## config.mk

```make
export PLATFORM = sky130hd
export DESIGN_NAME = gate_unit_seq
export DESIGN_NICKNAME = d
export VERILOG_FILES = /design/src/rtl/gate_unit_seq.sv
export SDC_FILE = /design/constraint.sdc
export NUM_CORES = 1
export LEC_CHECK = 0
export CAP_MARGIN = 5
export CORE_MARGIN = 1
export CORE_UTILIZATION = 45
export DETAILED_ROUTE_END_ITERATION = 8
export DONT_BUFFER_PORTS = 1
export PLACE_DENSITY = 0.69
export SYNTH_ARGS = -nofsm -noshare
export SYNTH_HDL_FRONTEND = slang
export SYNTH_SLANG_ARGS = --single-unit
```

## constraint.sdc

```tcl
create_clock -name clk -period 3.1 [get_ports clk]
set_input_delay 0.62 -clock clk [delete_from_list [all_inputs] [get_ports clk]]
set_output_delay 0.62 -clock clk [all_outputs]
set_load 0.02 [all_outputs]
```

## src/rtl/gate_unit_seq.sv

```systemverilog
`default_nettype none
// ============================================================================
// Module      : gate_unit_seq
// Description : Bitwise gate unit with a one-shot manual mode and a paced
//               scan mode that walks opcodes 0..6 with DIV-cycle beat spacing.
// Revision    : 1.0 - initial release
// ============================================================================
module gate_unit_seq #(
    parameter int WIDTH = 8,
    parameter int DIV   = 50_000_000
) (
    input  logic             clk,
    input  logic             rst_n,
    input  logic [WIDTH-1:0] a,
    input  logic [WIDTH-1:0] b,
    input  logic [2:0]       op,
    input  logic             mode,
    input  logic             in_valid,
    output logic             in_ready,
    output logic [WIDTH-1:0] y,
    output logic [2:0]       op_out,
    output logic             out_valid,
    input  logic             out_ready,
    output logic             busy
);

    localparam int CW = $clog2(DIV) + 1;
    localparam logic [CW-1:0] CNT_LOAD = CW'(DIV - 1);
    localparam bit SINGLE_CYCLE_BEAT = (DIV == 1);

    localparam logic [1:0] S_IDLE      = 2'd0;
    localparam logic [1:0] S_HOLD      = 2'd1;
    localparam logic [1:0] S_SCAN_OUT  = 2'd2;
    localparam logic [1:0] S_SCAN_WAIT = 2'd3;

    logic [1:0]       state;
    logic [1:0]       next_state;
    logic [WIDTH-1:0] a_q;
    logic [WIDTH-1:0] b_q;
    logic [CW-1:0]    cnt;
    logic             accept;
    logic             consume;
    logic             last_beat;
    logic             wait_done;
    logic [2:0]       req_op;
    logic [2:0]       next_op;

    function automatic logic [WIDTH-1:0] gate_f(input logic [2:0] f_op,
                                                input logic [WIDTH-1:0] fa,
                                                input logic [WIDTH-1:0] fb);
        case (f_op)
            3'd0:    gate_f = fa & fb;
            3'd1:    gate_f = fa | fb;
            3'd2:    gate_f = ~fa;
            3'd3:    gate_f = ~(fa & fb);
            3'd4:    gate_f = ~(fa | fb);
            3'd5:    gate_f = fa ^ fb;
            3'd6:    gate_f = ~(fa ^ fb);
            default: gate_f = fa;
        endcase
    endfunction

    assign accept    = in_valid && in_ready;
    assign consume   = out_valid && out_ready;
    assign last_beat = (op_out == 3'd6);
    assign wait_done = (cnt <= CW'(1));
    assign req_op    = mode ? 3'd0 : op;
    assign next_op   = op_out + 3'd1;

    always_ff @(posedge clk or negedge rst_n) begin
        if (!rst_n) begin
            state <= S_IDLE;
        end else begin
            state <= next_state;
        end
    end

    always_comb begin
        next_state = state;
        case (state)
            S_IDLE: begin
                if (accept) next_state = mode ? S_SCAN_OUT : S_HOLD;
            end
            S_HOLD: begin
                if (consume) begin
                    if (accept) next_state = mode ? S_SCAN_OUT : S_HOLD;
                    else        next_state = S_IDLE;
                end
            end
            S_SCAN_OUT: begin
                if (consume) begin
                    if (last_beat)              next_state = S_IDLE;
                    else if (SINGLE_CYCLE_BEAT) next_state = S_SCAN_OUT;
                    else                        next_state = S_SCAN_WAIT;
                end
            end
            default: begin
                if (wait_done) next_state = S_SCAN_OUT;
            end
        endcase
    end

    always_comb begin
        in_ready = 1'b0;
        busy     = 1'b1;
        case (state)
            S_IDLE: begin
                in_ready = 1'b1;
                busy     = 1'b0;
            end
            S_HOLD:  in_ready = out_ready;
            default: ;
        endcase
    end

    // Operands are captured so a scan keeps using the accepted values.
    always_ff @(posedge clk or negedge rst_n) begin
        if (!rst_n) begin
            a_q       <= '0;
            b_q       <= '0;
            y         <= '0;
            op_out    <= 3'd0;
            out_valid <= 1'b0;
            cnt       <= '0;
        end else if (accept) begin
            a_q       <= a;
            b_q       <= b;
            y         <= gate_f(req_op, a, b);
            op_out    <= req_op;
            out_valid <= 1'b1;
            cnt       <= '0;
        end else begin
            case (state)
                S_HOLD: begin
                    if (consume) out_valid <= 1'b0;
                end
                S_SCAN_OUT: begin
                    if (consume) begin
                        if (last_beat) begin
                            out_valid <= 1'b0;
                        end else if (SINGLE_CYCLE_BEAT) begin
                            y      <= gate_f(next_op, a_q, b_q);
                            op_out <= next_op;
                        end else begin
                            out_valid <= 1'b0;
                            cnt       <= CNT_LOAD;
                        end
                    end
                end
                S_SCAN_WAIT: begin
                    if (wait_done) begin
                        cnt       <= '0;
                        y         <= gate_f(next_op, a_q, b_q);
                        op_out    <= next_op;
                        out_valid <= 1'b1;
                    end else begin
                        cnt <= cnt - CW'(1);
                    end
                end
                default: ;
            endcase
        end
    end

endmodule
`default_nettype wire

```

# Yosys cells after proc, flatten, opt, wreduce, memory -nomap -nowiden
# Cells that the tools add are included.
# Widths: inputs -> output; s select.
totals:
  wordCells: 90
  regBits: 57
  output_inout_bits: 14
op_classes:
  reduce_logical: 15
  mux: 28
  n_lt_le_gt_ge: 1
  add_sub_neg: 2
  n_eq_ne: 23
  n_bitwise: 14
op_table:
  columns: ["op", "n"]
  rows:
  - ["$pmux 8 s7", 2]
  - ["$mux 27", 4]
  - ["$not 8->8", 8]
  - ["$pmux 27 s2", 1]
  - ["$le 27x1->1 const B", 1]
  - ["$sub 27x1->27 const B", 1]
  - ["$mux 8", 3]
  - ["$eq 3x3->1 const B", 7]
  - ["$and 8x8->8", 2]
  - ["$or 8x8->8", 2]
  - ["$xor 8x8->8", 2]
  - ["$mux 2", 7]
  - ["$eq 3x2->1 const B", 4]
  - ["$mux 3", 4]
  - ["$ne 3x3->1 const B", 3]
  - ["$eq 3x1->1 const B", 2]
  - ["$logic_not 3->1", 2]
  - ["$ne 2x2->1 const B", 3]
  - ["$pmux 2 s3", 1]
  - ["$reduce_and 3->1", 2]
  - ["$reduce_bool 3->1", 2]
  - ["$eq 2x2->1 const B", 2]
  - ["$mux 1", 4]
  - ["$pmux 1 s2", 2]
  - ["other kinds (10)", 12]

# Depth between registers and ports, before layout
# Gate-level depths: netlist (run 1).
logic_depth:
  ltp_word: 6
  mapped_depth: 9
  mapped_depth_nobuf: 8

# Worst setup path before layout (run 1)
# Ideal clock, no wire load.
synth_path:
  kind: "register to register"
  start: "register cnt[19]"
  end: "register cnt[14]"
  stages_incl_launch_ff: 8
  slack_ps: 752
  required_time_ps: 2979
  arrival_time_ps: 2227
  cell_sequence: "dfrtp_1 or4_1 buf_2 or4_4 nor4_4 buf_6 a311oi_1 o22a_1"
synth_via:
  elab_chain_cells: 4
synth_rtl:
  columns: ["element", "line_no", "source"]
  rows:
  - ["start: declaration", "40", "logic [CW-1:0] cnt;"]
  - ["start signal: assignment", "157", "cnt <= cnt - CW'(1);"]
  - ["$le 27x1->1", "66", "assign wait_done = (cnt <= CW'(1));"]
  - ["$mux 27", "151", "if (wait_done) begin"]
  - ["$pmux 27 s2", "133", "case (state)"]
  - ["$mux 27", "125", "end else if (accept) begin"]
# Every way passes these cells.
# A chain may end at the register's enable or synchronous reset.

# Worst setup path in the final report (run 1)
layout_path:
  start: "register op_out[0]"
  end: "register y[1]"
layout_via:
  elab_chain_cells: 6
layout_rtl:
  columns: ["element", "line_no", "source"]
  rows:
  - ["start: declaration", "21", "output logic [2:0] op_out,"]
  - ["start signal: assignment", "129", "op_out <= req_op;"]
  - ["start signal: assignment", "143", "op_out <= next_op;"]
  - ["start signal: assignment", "154", "op_out <= next_op;"]
  - ["$add 3x1->3 (*)", "68", "assign next_op = op_out + 3'd1;"]
  - ["$eq 3x3->1, or another cell as far along", "51", "case (f_op)"]
  - ["$pmux 8 s7 (*)", "51", null]
  - ["$mux 8 (*)", "151", null]
  - ["$mux 8 (*)", "133", null]
  - ["$mux 8 (*)", "125", null]
  - ["end signal: assignment", "128", "y <= gate_f(req_op, a, b);"]
  - ["end signal: assignment", "142", "y <= gate_f(next_op, a_q, b_q);"]
  - ["end signal: assignment", "153", "y <= gate_f(next_op, a_q, b_q);"]
  - ["end: declaration", "20", "output logic [WIDTH-1:0] y,"]
# Every way passes the cells marked *; elsewhere a longest branch is shown, timed or not. The select of a mux whose other input is x is not followed.

==> results of run 1 <==
layout by cell type, fill, tap and decap left out, types with 4 or more instances in the layout:
master and count:
sky130_fd_sc_hd__buf_4 14, sky130_fd_sc_hd__inv_1 50, sky130_fd_sc_hd__a31o_2 5, sky130_fd_sc_hd__a311oi_1 6, sky130_fd_sc_hd__o221ai_1 9, sky130_fd_sc_hd__ha_1 43
sky130_fd_sc_hd__a211oi_1 7, sky130_fd_sc_hd__nor4bb_1 5, sky130_fd_sc_hd__nor2b_1 5, sky130_fd_sc_hd__dfrtp_1 57, sky130_fd_sc_hd__o21ai_0 38, sky130_fd_sc_hd__o22ai_1 5
sky130_fd_sc_hd__o211ai_1 12, sky130_fd_sc_hd__clkbuf_8 12, sky130_fd_sc_hd__o41ai_1 4, sky130_fd_sc_hd__xnor2_1 6, sky130_fd_sc_hd__a21oi_1 19, sky130_fd_sc_hd__nand4_1 4
sky130_fd_sc_hd__nor3_1 21, sky130_fd_sc_hd__o21ai_1 7, sky130_fd_sc_hd__a31oi_1 10, sky130_fd_sc_hd__nand2b_1 9, sky130_fd_sc_hd__nor4_1 13, sky130_fd_sc_hd__nand2_1 58
sky130_fd_sc_hd__nor4b_1 5, sky130_fd_sc_hd__or2_2 6, sky130_fd_sc_hd__nor2_1 28, sky130_fd_sc_hd__a22oi_1 15, sky130_fd_sc_hd__nand3_1 7, sky130_fd_sc_hd__or4_1 5
sky130_fd_sc_hd__mux2i_1 13
worst max path at each step:
stage | endpoint | cells after the start
after floorplan | cnt[14] | 7
after global placement | y[2] | 8
after detailed placement | cnt[23] | 6
after CTS | y[2] | 8
after global routing | y[2] | 8
final | y[1] | 8
power by group:
part           internal, mW  total (mW)  switching [mW]
clock                 0.515       0.823           0.309
combinational          1.16        2.82            1.66
sequential             1.05        1.48           0.433
total                  2.72        5.13            2.40
Yosys cell counts, types with 4 or more instances:
| cell | number |
|---|---|
| sky130_fd_sc_hd__dfrtp_1 | 57 |
| sky130_fd_sc_hd__nor2_1 | 29 |
| sky130_fd_sc_hd__nand4_1 | 4 |
| sky130_fd_sc_hd__a22oi_1 | 15 |
| sky130_fd_sc_hd__clkbuf_1 | 27 |
| sky130_fd_sc_hd__nand3_1 | 7 |
| sky130_fd_sc_hd__a31o_2 | 5 |
| sky130_fd_sc_hd__o22ai_1 | 5 |
| sky130_fd_sc_hd__nor2b_1 | 5 |
| sky130_fd_sc_hd__nor3_1 | 21 |
| sky130_fd_sc_hd__inv_1 | 50 |
| sky130_fd_sc_hd__a21oi_1 | 19 |
| sky130_fd_sc_hd__o221ai_1 | 9 |
| sky130_fd_sc_hd__ha_1 | 43 |
| sky130_fd_sc_hd__xnor2_1 | 7 |
| sky130_fd_sc_hd__nor4bb_1 | 5 |
| sky130_fd_sc_hd__mux2i_1 | 13 |
| sky130_fd_sc_hd__or4_1 | 5 |
| sky130_fd_sc_hd__nand2b_1 | 9 |
| sky130_fd_sc_hd__nand2_1 | 58 |
| sky130_fd_sc_hd__o211ai_1 | 12 |
| sky130_fd_sc_hd__o21ai_0 | 38 |
| sky130_fd_sc_hd__a211oi_1 | 7 |
| sky130_fd_sc_hd__a311oi_1 | 6 |
| sky130_fd_sc_hd__nor4_1 | 13 |
| sky130_fd_sc_hd__o41ai_1 | 4 |
| sky130_fd_sc_hd__nor4b_1 | 5 |
| sky130_fd_sc_hd__a31oi_1 | 10 |
| sky130_fd_sc_hd__or2_2 | 6 |
| sky130_fd_sc_hd__o21ai_1 | 7 |
area by class of cell:
cell class | count | area [sq um] | area share
Clock buffer | 13 | 169 | 0.0319
Clock inverter | 2 | 60.1 | 0.0113
Inverter | 50 | 188 | 0.0354
Multi-Input combinational cell | 438 | 3150 | 0.595
Sequential cell | 57 | 1430 | 0.269
Tap cell | 136 | 170 | 0.0321
Timing Repair Buffer | 15 | 133 | 0.0250
sequential cells by signal, indices dropped and copies added (netlist names):
signal     cells
op_out         3
y              8
state          2
cnt           27
a_q            8
out_valid      1
b_q            8
routing by layer:
layer,vias to the layer above,global-route usage
met5,-,0
met4,0,0.0744
met3,28,0.0576
met2,124,0.436
met1,2179,0.299
li1,2151,-
critical path: stages, from the launching register on:
cell and delay, ps:
sky130_fd_sc_hd__dfrtp_1 600, sky130_fd_sc_hd__inv_1 120, sky130_fd_sc_hd__ha_1 370, sky130_fd_sc_hd__nor3_1 290
sky130_fd_sc_hd__a21boi_0 470, sky130_fd_sc_hd__buf_4 220, sky130_fd_sc_hd__a311oi_1 40, sky130_fd_sc_hd__a31o_2 280
sky130_fd_sc_hd__a2bb2oi_1 140
repair_timing:
item	CTS	global route
hold buffers	1	0
hold endpoints to repair	57	0
gates resized for setup	0	0
setup endpoints to repair	0	0
kinds of logic (layout without fill, tap and decap cells):
group                      count (synthesis)  in the layout  synth area share
and+or+nand+nor                          187            187             0.208
buffers and inverters                     85             80            0.0701
adders and majority gates                 43             43             0.110
AOI/OAI and AO/OA                        179            179             0.263
xor gates and xnor gates                  10             10            0.0179
DFF                                       57             57             0.291
muxes                                     19             19            0.0403
==> reports/summary.md, run 1 <==
For the final count of pins violating max slew, the log shows 0. Counting flops with a built-in enable in the synthesized netlist gives 0. CTS saw 57 sinks.

After the flow finishes, the layout carries non-filler instances totaling 711. TritonCTS built the clock tree. The clock skew after layout came out at 6.80 ps. The part of the cycle the worst path needs works out to 0.845.

The share of the synthesized area in the top cell type is 0.291. Summed over all failing endpoints, the final setup total negative slack is 0 ps. The top flip-flop cell by instance count after synthesis is sky130_fd_sc_hd__dfrtp_1. The clock latency at the later pin of the worst-skew pair came out at 340 ps. STA classifies the critical path endpoint as a flip-flop. The effective utilization at floorplan is 0.469. The number of vias per cell is 6.30, and the post-CTS setup repair buffer count is 0. The worst setup path is of the flip-flop to flip-flop kind. The run gives 58 as the maximum number of pins on one net before global-route repair. The critical-path maximum fanout came out at 10. After layout, the worst setup slack is 481 ps.

Detailed routing placed a total of 6.81 mm of wire on met2. The final routed wirelength across all metal layers is 13.7 mm. The total count of hold-check failures in the final report was 0. The critical register-to-register path endpoint was y[1]. The number of optimization iterations in the first detailed-route pass was 5; the mean instance size in the synthesized netlist was 8.46 sq um. The net count after synthesis was 647. Setup violations remaining at the end of the flow were counted as 0. The global router's overall resource usage was 0.248. The detailed router put a total of 5.76 mm of wire on met1. For the post-synthesis sequential area ratio, the log shows 0.291. For this block, the initial DRC count from the detailed router was 250. The clock-pin slew of the registers on the worst-case setup and hold paths came out at 70 ps.

The cell row count was 37; the number of global-route vias before repair was 4354. The number of antenna diodes in the final layout is 0. The final weighted congestion in routability-driven placement is 0.889, and the static leakage power is 2.19 nW. Yosys mapped the design onto 74 distinct sky130hd cell types. In the routed design, unresolved DRC markers number 0.

The pin slew with the least headroom to its limit came out at 710 ps. In this run the register-to-register setup slack is 480 ps. The number of antenna violations at the first check in global routing came out at 0. Fill cells in the final layout number 976. The HPWL after detailed placement is 9.61 mm. The utilization of the core after routing is 0.506, and the power density relative to cell area is 968 nW/um^2. The critical register-to-register path startpoint is op_out[0]. Setup repair after global routing left no endpoint under its margin. The tools report the cell at the root of the clock tree as sky130_fd_sc_hd__clkbuf_8. The tool flagged a number of max-cap violations equal to 0.

The count of buffers from port buffering works out to 0. Data on the critical path arrives at its endpoint at 2880 ps. The logs give 4482 for the detailed-route via count and 38 for the boundary pin count. During synthesis, Yosys emitted a total of 0 warnings. Dividing the detail-routed wire length by the instance count gives 19.2 um.

The H-tree generated during clock tree synthesis spans 3 levels. The clock passes through at most 2 buffers. The final net count was 638.

The height of the die is 106 um. Summing internal, switching and leakage power gives 5.13 mW. The run gives 4910 sq um as the cell area after synthesis. The die covers 11300 sq um. In this run, synthesis produced a sequential element count of 57. In the post-synthesis netlist, the biggest area contributors are sky130_fd_sc_hd__dfrtp_1 (29%), sky130_fd_sc_hd__ha_1 (11%), sky130_fd_sc_hd__nand2_1 (4.4%), sky130_fd_sc_hd__o21ai_0 (3.9%), sky130_fd_sc_hd__inv_1 (3.8%). Final design instance area without fill: 5300 sq um. Final hold analysis gives a worst-case slack of 128 ps. The top routing layer in use is met4. The die is 106 um wide.

The run finished with clean final reports. Summed over all nets, wire length on met3 after detailed routing comes to 813 um. The tools report the startpoint type of the worst setup path as a flip-flop. At the worst endpoint, the required time is 3360 ps. Timing would allow up to 382 MHz. Share of flip-flops with an asynchronous set or reset: 1.00.

The fraction of final layout cells with drive strength greater than 1 is 0.108. For the number of standard cells after synthesis, the log shows 580. The kind of path behind the tightest hold check was primary input to asynchronous set/reset pin. The logic depth of the worst register-to-register path was 8. Compared with the post-synthesis result, the final layout area differs by 7.96%.

The biggest area consumer among synthesized cells was sky130_fd_sc_hd__dfrtp_1. The logs give 526 ps for the pre-CTS worst setup slack and 0 for the remaining number of nets flagged by the antenna check after routing. For the final global-route overflow total, the log shows 0. In this run the standard cell core region covers 10500 sq um.

The max-slew headroom at the worst pin is 0.526. The first global-routing pass estimated 22.2 mm of wire. After detailed placement, the design holds a cell count of 695. Buffers inserted during clock tree synthesis total 9.

The post-place instance area was 5040 sq um. The minimum clock period after layout was 2620 ps. The run gives 0.550 mV as the worst ir drop on vdd. Tracing the worst setup path back leads to its startpoint at op_out[0].
(Power assumes the default switching activity.)
==> inputs of run 2 (changes only) <==
clock period = 2.6 ns   (was 3.1 ns; I/O delays follow)
==> reports/summary.md, run 2 (same netlist as run 1, synthesis figures left out) <==
The flow ran to the end, and the final reports show no timing, DRC or antenna violations. The routed design has 13.5 mm of wire. After detailed routing, the wire length on met1 is 5.56 mm. The total area inside the core boundary comes to 10500 sq um. The run gives 652 as the final net count. The max-slew headroom at the worst pin came out at 0.575. After detailed routing, no signal wire sits above met4.

The clock period could shrink to 2490 ps. The share of power burned in registers is 0.286, and the number of antenna violations at the first check in global routing is 0. The total met2 wirelength after detailed routing was 6.72 mm; the combinational share of power was 0.589. The critical path starts at cnt[24].

The number of placed instances, taps included, is 709. The tools report the detailed-route DRC error count as 0. The post-CTS setup repair buffer count is 0, and the post-detailed-route wirelength per cell is 18.6 um. The power density relative to cell area works out to 1120 nW/um^2. The worst hold path belongs to the class primary input to asynchronous set/reset pin. The fmax is 402 MHz.

The congestion estimate from routability-driven global placement came to 0.914. The register containing the most flip-flops in the final layout was cnt. The type of the setup path with the least slack is flip-flop to flip-flop. The total count of hold-check failures in the final report is 0.

The design draws 6.03 mW. For the worst setup path, the data required time is 2820 ps. Setup repair after global routing left no endpoint under its margin. The library cell used most frequently in the layout, excluding fill and tap cells, is sky130_fd_sc_hd__nand2_1.

The detailed-route via count came out at 4508. TritonCTS built the clock tree. The logs give 37 for the cell row count and 4473 for the number of global-route vias before repair.

The worst register-to-register path begins at cnt[24]. The run gives 2710 ps as the arrival time reported for the critical path endpoint. The startpoint type of the worst setup path was a flip-flop. After detailed routing, the number of vias per cell comes to 6.21.

The tools report the filler cell count in the final layout as 998. STA classifies the critical path endpoint as a flip-flop. Once routing completed, OpenROAD measured the worst setup slack at 113 ps. From synthesis to final layout, the design area changed by 9.46%. The run gives 824 um as the met3 wire length.

The H-tree depth was 3. No sink is reached through more buffers than the 2 on the longest clock path. The repair_antennas step left the layout with diodes totalling 0.

The global router's overall resource usage is 0.246, and the clock-pin slew of the registers on the worst-case setup and hold paths is 70 ps. The number of resized instances in the post-cts repair step was 0; the sum of negative setup slack was 0 ps. The run gives 0.469 as the effective utilization at floorplan. Clock skew on the completed layout was measured at 11.7 ps. The multi-input combinational cells in the finished layout cover a total of 3150 sq um. The net load switching power was 2.88 mW. The floorplan die area came out at 11300 sq um. Setup violations remaining at the end of the flow were counted as 0. The maximum number of pins on one net before global-route repair was 58; the post-detailed-placement half-perimeter wirelength was 9.65 mm.

The clock latency at the later pin of the worst-skew pair was 340 ps; the worst ir drop on vdd was 0.651 mV. The first TritonRoute pass finished after 5 iterations. For the pin with the worst max-slew slack, the measured transition is 635 ps.

The net switching fraction of the power is 0.478. The cell internal power dissipation was 3.15 mW; the remaining number of nets flagged by the antenna check after routing was 0. Part of the cycle the worst path needs: 0.957. For the count of max-cap constraint violations, the log shows 0. In this run the count of I/O pins placed on the die edge is 38. For this run the aggregate overflow at the end of global routing stands at 0. Measured along the y axis, the die boundary spans 106 um. The flip-flop count of the largest register after layout works out to 27. Summing all flip-flop and latch instances after layout gives 1430 sq um. During placement, the flow inserted port buffers numbering 0. The clock buffer count from CTS is 9. The fraction of final layout cells with drive strength greater than 1 is 0.131, and the width of the die is 106 um. In this run the clock root is driven by a sky130_fd_sc_hd__clkbuf_8.

After the flow finishes, the layout carries non-filler instances totaling 726. The utilization of the core after routing is 0.513, and the static leakage power is 2.24 nW. Clock tree synthesis found a total of 57 sinks.

For the final count of pins violating max slew, the log shows 0. Timing analysis after detailed placement gives a worst setup slack of 135 ps. The first global-routing pass estimated 22.0 mm of wire. The clock share of power was 0.125. The number of design-rule violations left by the first detailed-router iteration came out at 285. In the layout the commonest cells are sky130_fd_sc_hd__nand2_1 (58), sky130_fd_sc_hd__dfrtp_1 (57), sky130_fd_sc_hd__inv_1 (50), sky130_fd_sc_hd__ha_1 (43), sky130_fd_sc_hd__o21ai_0 (38). In this run the worst path has a maximum fanout of 4.
run 2: final cells by class:
type | instances | area share
repair buffers | 29 | 0.0489
flip-flops and latches | 57 | 0.266
inverters | 50 | 0.0349
clock buffers | 11 | 0.0263
multi-input cells | 438 | 0.587
clock inverters | 5 | 0.00582
well taps | 136 | 0.0317
run 2: critical path: stages (launching register included):
cell and delay, ps:
sky130_fd_sc_hd__dfrtp_1 420, sky130_fd_sc_hd__or4_4 580, sky130_fd_sc_hd__or4_4 610, sky130_fd_sc_hd__nor3_4 270, sky130_fd_sc_hd__o311ai_2 150, sky130_fd_sc_hd__mux2_1 330
run 2: power groups by stage:
stage,logic (mW),clock network (mW),registers (mW)
3_5_place_dp,3.49,0,1.73
6_report,3.55,0.753,1.72
5_1_grt,3.97,0.812,1.78
2_1_floorplan,2.56,0,1.63
3_3_place_gp,3.36,0,1.71
4_1_cts,3.54,0.766,1.72
run 2: path summary, 6_finish.rpt:
check	endpoint	slack, ps	depth (start not counted)
worst max register to register	state[1]	110	5
min in group clk	a_q[4]	300	2
worst min-delay path	a_q[2]	30	1
max in group asynchronous	cnt[2]	2300	1
worst max-delay path	state[1]	110	5
worst min register to register	cnt[19]	530	1
run 2: metal layers:
layer,GRT usage,up-vias
met3,0.0497,30
li1,-,2167
met5,0,-
met2,0.435,157
met4,0.103,0
met1,0.290,2154
run 2: metrics by stage:
step | cell area (sq um) | hold slack (ps)
floorplan | 4910 | 224
global placement | 5170 | 226
detailed placement | 5170 | 226
CTS | 5370 | 42.7
global route | 5370 | 36.4
finish | 5370 | 28.9
run 2: timing repair:
item,4_1_cts,5_1_grt
hold endpoints to repair,57,0
hold buffers,1,0
endpoints found under the setup margin,0,0
==> inputs of run 3 (changes only) <==
CORE_UTILIZATION = 46   (was 45)
PLACE_DENSITY = 0.7   (was 0.69)
==> reports/summary.md, run 3 (same netlist as run 1, synthesis figures left out) <==
The flow ran to the end, and the final reports show no timing, DRC or antenna violations. Post-detailed-route wirelength per cell: 18.8 um. For the number of optimization iterations in the first detailed-route pass, the log shows 5. The commonest non-fill, non-tap cell in the layout is sky130_fd_sc_hd__nand2_1. The logs give 57 for the clock sink count and 0.560 for the combinational share of power. Setup repair after global routing left no endpoint under its margin.

The clock latency at the later pin of the worst-skew pair is 350 ps, and the clock tree buffer depth is 2. The first routing iteration left 319 violations. In this run, CTS created clock tree buffers numbering 9. Number of vias per cell: 6.31.

The final net count is 652. The tools report the data required time of the worst path as 2830 ps. Along the worst path, the maximum fanout reaches 4. The clock tree synthesis step divided the H-tree into 3 levels. The width of the die was 105 um. The initialized floorplan defines 37 standard-cell rows. The net switching fraction of the power is 0.455, and the final weighted congestion in routability-driven placement is 0.910. The signal on the critical path passes through or4_4 -> or4_4 -> nor3_4 -> o311ai_2 -> mux2_1. The run gives 0 as the count of max-cap constraint violations. The net load switching power came out at 2.86 mW. The slowest stage of the critical path is the sky130_fd_sc_hd__or4_4 cell. The number of global-route vias before repair is 4653.

The layout has 966 filler cells. At the worst endpoint, the arrival time is 2680 ps. Relative to the synthesized area, the layout overhead comes to 10.7%.

In this run the count of I/O pins placed on the die edge is 38. The clock share of power is 0.166, and the number of buffers and inverters on the critical path is 0. The pin slew with the least headroom to its limit was 668 ps. For the total count of hold-check failures in the final report, the log shows 0. On the final layout, the worst clock skew is 8.92 ps. Counting I/O delays and the setup requirement, the final critical path takes 2450 ps. The worst ir drop on vdd is 0.478 mV, and the post-detailed-placement half-perimeter wirelength is 9.53 mm.

Detailed-route via count: 4579. The static leakage power is 2.26 nW. TritonCTS built the clock tree. The number of setup buffers added after CTS is 0. The final design instance area without fill came out at 5430 sq um. After detailed routing, the number of remaining DRC violations is 0. The die covers 11100 sq um. Dividing total power by cell area gives a power density of 1160 nW/um^2.

Setup violations remaining at the end of the flow were counted as 0. The type of the setup path with the least slack is flip-flop to flip-flop. Among the stages of the critical path, the cell type that occurs most often is sky130_fd_sc_hd__or4_4. For the max-slew headroom at the worst pin, the log shows 0.551. Clock-pin slew was measured on the worst setup and hold paths at 70 ps.

In this run the clock root is driven by a sky130_fd_sc_hd__clkbuf_8. Entering global routing, the biggest net connects 58 pins. The share of power burned in registers is 0.274, and the flip-flop count of the largest register after layout is 27. The kind of path behind the tightest hold check was primary input to asynchronous set/reset pin. The final global-route overflow total is 0. Wires add up to 13.6 mm.

The fraction of final layout cells with drive strength greater than 1 was 0.131; the remaining number of nets flagged by the antenna check after routing was 0. The largest single stage delay on the critical path is 610 ps. For the final count of pins violating max slew, the log shows 0. In the layout the commonest cells are sky130_fd_sc_hd__nand2_1 (58), sky130_fd_sc_hd__dfrtp_1 (57), sky130_fd_sc_hd__inv_1 (50), sky130_fd_sc_hd__ha_1 (43), sky130_fd_sc_hd__o21ai_0 (38). STA classifies the critical path endpoint as a flip-flop. The run gives 0 ps as the sum of negative setup slack. Startpoint type of the worst setup path: a flip-flop. The fmax is 407 MHz. The core region is 10300 sq um.

The first global-routing pass estimated 22.7 mm of wire. The tools report the effective utilization at floorplan as 0.475. Cell internal power was estimated by the tool at 3.43 mW.

The number of antenna violations at the first check in global routing came out at 0. The kind of cell with the highest combined delay along the critical path is simple AND/OR/NAND/NOR gates. The number of antenna diodes came out at 0. Height of the die: 105 um.

Buffers placed on the I/O ports in this run total 0. The global router's overall resource usage came out at 0.256. The register containing the most flip-flops in the final layout is cnt. In this run the cell area measured after placement is 5160 sq um. The part of the cycle the worst path needs was 0.944.
run 3: path summary, 6_finish.rpt:
kind                       cells after the start   endpoint     from  slack, ps
max                                            5   state[1]  cnt[24]        150
min in group clk                               2     b_q[0]     b[0]        290
min                                            1  op_out[2]    rst_n         30
min reg2reg                                    1    cnt[17]  cnt[17]        510
max in group asynchronous                      1     a_q[6]    rst_n       2300
max reg2reg                                    5   state[1]  cnt[24]        150
run 3: area by class of cell:
type,count,area [sq um],area share
inverters,50,188,0.0346
flip-flops and latches,57,1430,0.263
repair buffers,29,250,0.0461
multi-input cells,438,3150,0.580
well taps,136,170,0.0313
clock buffers,11,141,0.0260
clock inverters,5,103,0.0189
run 3: power by group through the flow:
stage          sequential (mW)  combinational, mW  clock (mW)
2_1_floorplan             1.63               2.56           0
3_3_place_gp              1.71               3.33           0
3_5_place_dp              1.73               3.45           0
4_1_cts                   1.72               3.50        1.05
5_1_grt                   1.78               3.92        1.09
6_report                  1.72               3.52        1.04
run 3: layer usage:
layer,GRT usage,up-vias,share of wire
met5,0,-,0
met4,0.0966,0,0.025
met3,0.0458,28,0.048
met2,0.457,129,0.52
met1,0.306,2250,0.41
li1,-,2172,-
run 3: metrics by stage:
step	util	hold slack [ps]	std cells	setup WS, ps	power, mW
global route	0.526	50.1	726	41.2	6.79
floorplan	-	224	580	252	4.19
CTS	0.526	43.0	726	145	6.27
finish	0.526	34.7	726	145	6.28
global placement	0.500	226	709	189	5.04
detailed placement	0.500	226	709	160	5.18
run 3: worst reg2reg max path, delay by kind of cell (launching register included):
kind             cells  cell delay, ps
AND/OR/NAND/NOR      3            1440
flip-flops           1             420
multiplexers         1             330
AO/OA/AOI/OAI        1             140
run 3: repair_timing:
item	in CTS	in global routing
hold endpoints to repair	57	0
hold buffers	1	0
gates resized for setup	0	0
